$ cat src/rtl/snow2_stream_xor.sv
// snow2_stream_xor: keystream consumer for a SNOW 2.0 generator.
// Buffers 32-bit keystream words in a FIFO and XORs one word onto each data
// word; the same path encrypts and decrypts. Warm-up words after each start
// are discarded, processed words are counted and FIFO overflow is flagged.
// Optional byte-keep support is enabled by defining SNOW2_XOR_KEEP_EN.
module snow2_stream_xor #(
    parameter int FIFO_DEPTH    = 8,
    parameter int DISCARD_WORDS = 0
) (
    input  logic        clk,
    input  logic        rst_n,
    input  logic        start,
    input  logic        ks_valid,
    input  logic [31:0] keystream,
    input  logic        din_valid,
    output logic        din_ready,
    input  logic [31:0] din,
`ifdef SNOW2_XOR_KEEP_EN
    input  logic [3:0]  din_keep,
    output logic [3:0]  dout_keep,
`endif
    output logic        dout_valid,
    input  logic        dout_ready,
    output logic [31:0] dout,
    output logic        busy,
    output logic        ks_ovf,
    output logic [31:0] word_cnt
);

    localparam int AW = (FIFO_DEPTH > 1) ? $clog2(FIFO_DEPTH) : 1;
    localparam logic [AW:0] FULL_CNT = (AW+1)'(FIFO_DEPTH);

    typedef enum logic [1:0] {
        IDLE    = 2'd0,
        DISCARD = 2'd1,
        RUN     = 2'd2
    } state_t;

    state_t state, state_next;

    logic [31:0]   mem [FIFO_DEPTH];
    logic [AW-1:0] wr_ptr, rd_ptr;
    logic [AW:0]   count;
    logic [7:0]    discard_cnt;

    logic        fifo_empty;
    logic        fifo_full;
    logic        push_req;
    logic        do_push;
    logic        din_accept;
    logic        dout_accept;
    logic [31:0] head;
    logic [31:0] xor_word;

    assign fifo_empty  = (count == '0);
    assign fifo_full   = (count == FULL_CNT);
    assign head        = mem[rd_ptr];
    assign din_accept  = din_valid & din_ready;
    assign dout_accept = dout_valid & dout_ready;
    // A keystream word in the start cycle belongs to the old message and is ignored.
    assign push_req    = (state == RUN) & ks_valid & ~start;
    // A full FIFO still takes a word when the head leaves in the same cycle.
    assign do_push     = push_req & (~fifo_full | din_accept);

    // State register.
    always_ff @(posedge clk) begin
        if (!rst_n) begin
            state <= IDLE;
        end else begin
            state <= state_next;
        end
    end

    // Next-state logic: start always restarts; DISCARD leaves after the last dropped word.
    always_comb begin
        state_next = state;
        if (start) begin
            state_next = (DISCARD_WORDS == 0) ? RUN : DISCARD;
        end else begin
            case (state)
                DISCARD: if (ks_valid && discard_cnt <= 8'd1) state_next = RUN;
                default: state_next = state;
            endcase
        end
    end

    // Output decode from state: busy flag and the combinational input handshake.
    always_comb begin
        busy      = (state != IDLE);
        din_ready = (state == RUN) & ~fifo_empty & (~dout_valid | dout_ready);
    end

    // Warm-up counter: loaded on start, counts keystream words dropped in DISCARD.
    always_ff @(posedge clk) begin
        if (!rst_n) begin
            discard_cnt <= '0;
        end else if (start) begin
            discard_cnt <= 8'(DISCARD_WORDS);
        end else if (state == DISCARD && ks_valid && discard_cnt != '0) begin
            discard_cnt <= discard_cnt - 8'd1;
        end
    end

    // Keystream storage; contents need no reset because count gates every read.
    always_ff @(posedge clk) begin
        if (do_push) begin
            mem[wr_ptr] <= keystream;
        end
    end

    // FIFO pointers, occupancy and the sticky overflow flag; start flushes all of it.
    always_ff @(posedge clk) begin
        if (!rst_n) begin
            wr_ptr <= '0;
            rd_ptr <= '0;
            count  <= '0;
            ks_ovf <= 1'b0;
        end else if (start) begin
            wr_ptr <= '0;
            rd_ptr <= '0;
            count  <= '0;
            ks_ovf <= 1'b0;
        end else begin
            if (do_push) begin
                wr_ptr <= wr_ptr + AW'(1);
            end
            if (din_accept) begin
                rd_ptr <= rd_ptr + AW'(1);
            end
            case ({do_push, din_accept})
                2'b10:   count <= count + (AW+1)'(1);
                2'b01:   count <= count - (AW+1)'(1);
                default: count <= count;
            endcase
            if (push_req && fifo_full && !din_accept) begin
                ks_ovf <= 1'b1;
            end
        end
    end

    // Combine the data word with the FIFO head, zeroing bytes that are not kept.
    always_comb begin
        xor_word = din ^ head;
`ifdef SNOW2_XOR_KEEP_EN
        for (int i = 0; i < 4; i++) begin
            if (!din_keep[i]) begin
                xor_word[8*i +: 8] = 8'h00;
            end
        end
`endif
    end

    // Output register: loads on a data accept, holds under backpressure, empties on drain.
    always_ff @(posedge clk) begin
        if (!rst_n) begin
            dout       <= '0;
            dout_valid <= 1'b0;
`ifdef SNOW2_XOR_KEEP_EN
            dout_keep  <= '0;
`endif
        end else if (start) begin
            dout_valid <= 1'b0;
        end else if (din_accept) begin
            dout       <= xor_word;
            dout_valid <= 1'b1;
`ifdef SNOW2_XOR_KEEP_EN
            dout_keep  <= din_keep;
`endif
        end else if (dout_accept) begin
            dout_valid <= 1'b0;
        end
    end

    // Count of output words taken downstream since the last start; wraps naturally.
    always_ff @(posedge clk) begin
        if (!rst_n) begin
            word_cnt <= '0;
        end else if (start) begin
            word_cnt <= '0;
        end else if (dout_accept) begin
            word_cnt <= word_cnt + 32'd1;
        end
    end

endmodule

$ cat config.mk
export PLATFORM = sky130hd
export DESIGN_NAME = snow2_stream_xor
export DESIGN_NICKNAME = d
export VERILOG_FILES = /design/src/rtl/snow2_stream_xor.sv
export SDC_FILE = /design/constraint.sdc
export NUM_CORES = 1
export LEC_CHECK = 0
export CAP_MARGIN = 10
export CORE_MARGIN = 4
export CORE_UTILIZATION = 57
export DETAILED_ROUTE_END_ITERATION = 10
export PLACE_DENSITY_LB_ADDON = 0.08
export SETUP_SLACK_MARGIN = 0.1
export SYNTH_ARGS = -nofsm -noshare
export SYNTH_HDL_FRONTEND = slang
export SYNTH_SLANG_ARGS = --single-unit
$ cat constraint.sdc
create_clock -name clk -period 7.3 [get_ports clk]
set_input_delay 1.46 -clock clk [delete_from_list [all_inputs] [get_ports clk]]
set_output_delay 1.46 -clock clk [all_outputs]
set_load 0.005 [all_outputs]
### Word level (Yosys, flattened, before mapping)

Memories as Yosys holds them, arrays and structs flattened. A register that Yosys moved wholly into a read port is not among the register bits.
Index checks and enable logic that the tools add are counted.

| word-level totals | value |
|---|---|
| register bits after elaboration | 77 |
| bits in latches | 0 |
| RAM bits | 256 |
| memory bits (read-only) | 0 |
| input bits | 70 |
| output and inout port bits | 68 |
| memories kept | 1 |

Memories:

| name | depth | width | rd ports | clocked after memory_dff | write ports | RTL line | source |
|---|---|---|---|---|---|---|---|
| mem | 8 | 32 | 1 | 1 | 1 | 41 | `logic [31:0] mem [FIFO_DEPTH];` |

| operators by class | value |
|---|---|
| $add $sub $neg | 5 |
| multiply operators | 0 |
| divide/modulo/power cells | 0 |
| order comparisons | 0 |
| equality and inequality tests | 3 |
| shift-type cells | 0 |
| muxes and demuxes | 8 |
| bitwise operators | 15 |
| reduce and logical (&&, ||, !) cells | 10 |

Operators with widths:

| kind | count |
|---|---|
| 32-bit by 1-bit adder with 32-bit output (second input constant) | 1 |
| 32-bit bitwise XOR | 1 |
| 4-bit one-hot mux with 2 select lines | 1 |
| 1-bit AND | 7 |
| 3-bit by 1-bit adder with 3-bit output (second input constant) | 2 |
| 3-bit two-way mux | 2 |
| 2-bit nonzero test | 3 |
| 1-bit inverter | 5 |
| 4-bit by 1-bit adder with 4-bit output (second input constant) | 1 |
| 4-bit == test (second input constant) | 1 |
| 4-bit logical NOT | 1 |
| 1-bit two-way mux | 4 |
| 2-bit AND reduction | 2 |
| 4-bit by 1-bit subtractor with 4-bit output (second input constant) | 1 |
| 2-bit by 1-bit == test with 1-bit output (second input constant) | 1 |
| 2-bit == test (second input constant) | 1 |
| 1-bit logical AND | 2 |
| 2-bit two-way mux | 1 |
| 1-bit OR | 2 |
| 2-bit OR reduction | 1 |
| 1-bit logical NOT | 1 |

### Longest topological paths before layout

| logic depth | value |
|---|---|
| word-level depth | 9 |
| mapped depth | 9 |
| depth with buffers taken out | 8 |

### Worst setup path after synthesis

Ideal clock, no wire load.

| path | value |
|---|---|
| path type | input to register |
| start point | input din_valid |
| end point | memory mem[0][0], enable pin |
| library setup time | 0.501 ns |
| arrival time | 5.163 ns |
| setup slack | 1.636 ns |
| stages on the path | 4 |
| path buffers | 0 |
| cell sequence | nand2_1 > o21ai_0 > nand2_1 > nor4_1 |

| between the ends | value |
|---|---|
| cells in the longest elaborated chain, start to end | 5 |

Ends and longest elaborated chain:

| what | RTL line | source |
|---|---|---|
| from (decl) | 15 | `input logic din_valid,` |
| 1-bit AND | 58 | `assign din_accept = din_valid & din_ready;` |
| 1-bit OR | 63 | `assign do_push = push_req & (~fifo_full \| din_accept);` |
| 1-bit AND | 63 |  |
| 1-bit two-way mux | 106 | `if (do_push) begin` |
| 1-bit two-way mux (not written as such) | 107 | `mem[wr_ptr] <= keystream;` |
| to (decl) | 41 |  |

No other way between the ends.

### Final worst setup path

| path | value |
|---|---|
| start point | input dout_ready |
| end point | output din_ready |

| between the ends | value |
|---|---|
| cells in the longest elaborated chain, start to end | 2 |

Ends and longest elaborated chain:

| what | RTL line | source |
|---|---|---|
| from (decl) | 23 | `input logic dout_ready,` |
| 1-bit OR | 90 | `din_ready = (state == RUN) & ~fifo_empty & (~dout_valid \| dout_ready);` |
| 1-bit AND | 90 |  |
| to (decl) | 16 | `output logic din_ready,` |

No other way between the ends.

==> impl_metrics.ini <==
[synthesis]
async_reset_ff_frac = 0
yosys.cell_types.count = 46
synth_seq_cells = 336
syn_nets = 914
synth_top_family_by_area = multiplexers
synthCells = 840
yosysTopAreaCell = edfxtp_1
ys_warn_count = 0
seq_area_frac_synth = 0.6889
synth_area_per_cell_sq_um = 16.05
synthFlopType = edfxtp_1
synthMuxAreaShare = 0.1465
synthSimpleGateAreaFrac = 0.09975
synth-adder-area-share = 0.003712
synth_area_leaders = edfxtp_1 57%, dfxtp_1 12%, mux4_2 9.2%, mux2_2 2.7%, nor3_1 2.6%
syn_area_sq_mm = 0.01348
synthXorXnorAreaFrac = 0.009093
synth_enable_flop_cells = 256
synth_compound_area_frac = 0.03322
synth_top_area_share = 0.5701

[worst_setup_path]
critPathKind = in -> out
worst_ep_arrival_time_ps = 3080
r2r_slack_ps = 4370
worstPathMaxFanout = 9
crit_required_ps = 5840
endpoint_kind = output port
cp-start-kind = primary input

[timing]
fmax_mhz = 220.3
rsz0062_at_grt = false
tightestPinTransition_ps = 1140
hold_viol = 0
fin_crit_sh = 0.6219
finalClockSkew_ps = 8.910
setup_viol = 0
maxSlewViolCount = 0
period_minus_slack_ps = 4540
maxSlewHeadroom = 0.2382
hold-worst-slack_ps = 463.4
setup_tns_ps = 0

[placed_design]
portBuffers = 137
gp_congestion = 0.8680
detailed_place_hpwl_microns = 16500
place_area_sq_mm = 0.01517

[clock_network]
clkSinkCount = 336
cts_buffers = 35
post_cts_buffers = 0
cts_tree = built
path_clk_slew_ps = 60
cts_buffer_depth = 3
clockRootBuffer = clkbuf_16
h-tree-depth = 2
hold_buffers = 0
clock_latency_ps = 500
cts_resized = 0

[route]
first_iter_violations = 629
drt_pass1_iterations = 5
post_drt_wl_per_cell_microns = 21.00
vias_per_cell = 5.980
wirelength_microns = 27790
ant_nets = 0
via_count = 7911
drc = 0

[floorplan]
die_x_microns = 161.8
fp.dieH_microns = 161.8
rows = 56
start_util = 0.5762
ios = 138
die_area_sq_mm = 0.02618
core-area_sq_mm = 0.02340

[finish]
layout_commonest_cell = edfxtp_1
area_delta_synth_final_pct = 20.61
nets = 1052
antenna_cells = 0
final_cell_mix = 256 x edfxtp_1, 137 x clkdlybuf4s50_1, 77 x dfxtp_1
fin_area_sq_mm = 0.01626
post-route-util = 0.6949
drive_above_1_share = 0.1594

[grt]
grt_pass1_vias = 8293
grt_pass1_wl_microns = 44700
grt_max_degree = 65
grt-ovfl-total = 0
grt_antenna_before_repair = 0
grtUsageTotal = 0.2157

[power_and_ir_drop]
power_uw = 3836
ir_drop_mv = 0.2041
power_leakage_uw = 0.005208
p_per_area_mw_per_mm2 = 235.9

[min_path]
min_path_type = reg -> reg

[run]
drv.max_cap_violation_count = 0

[run_status]
status = finished clean
==> kinds of logic (layout without fill, tap and decap cells) <==
group | after synthesis | after routing
flops | 336 | 336
simple gates | 247 | 247
mux | 110 | 110
compound gates | 77 | 77
buf+inv | 52 | 216
xor+xnor | 14 | 14
fa+ha+maj | 4 | 4
==> registers in the layout (all words and copies together) (netlist names), named ones only <==
name,count
count,4
dout,32
dout_valid,1
ks_ovf,1
mem,256
rd_ptr,3
state,1
word_cnt,32
wr_ptr,3
==> worst max-delay path, stage by stage <==
cell	delay, ps
clkdlybuf4s50_1	570
nand2b_1	340
and3_1	210
clkdlybuf4s50_1	500
==> through the flow <==
stage	setup WS, ps	std cells
floorplan	1636	840
finish	2760	1323
CTS	2753	1322
global placement	2789	1259
detailed placement	2755	1259
global route	2658	1323
==> worst paths after layout <==
| check | from | to | depth (start not counted) |
|---|---|---|---|
| max | dout_ready | din_ready | 4 |
| min | word_cnt[31] | word_cnt[31] | 2 |
| max reg2reg | state[1] | mem[5][21] | 4 |
| min reg2reg | word_cnt[31] | word_cnt[31] | 2 |
==> report_power, final <==
part	switching, uW	total [uW]	internal [uW]
clock network	684	1680	993
logic	47.9	96.1	48.2
registers	3.09	2060	2060
total	735	3840	3100
==> cell usage after synthesis (15+ instances only) <==
library cell / instances
nand4_1: 15
dfxtp_1: 80
nor2_1: 23
nand2_1: 33
mux2_2: 32
mux4_2: 55
and3_1: 36
o21ai_0: 39
clkbuf_1: 30
nor3_1: 71
edfxtp_1: 256
a21oi_1: 16
==> layer usage <==
layer	vias to the layer above	share of wire	global-route usage
met5	-	0	0
met4	0	0.020	0.05652
met3	51	0.048	0.03502
met2	213	0.51	0.3765
met1	4009	0.42	0.2861
li1	3638	-	-
==> layout make-up <==
class                           count  area [sq um]
Tap cell                          319         399.1
Inverter                            3         11.26
Fill cell                        1600          7139
Clock buffer                       44         952.2
Timing Repair Buffer              150          1473
Multi-Input combinational cell    452          3999
Clock inverter                     19         133.9
Sequential cell                   336          9295
(Power assumes the default switching activity.)
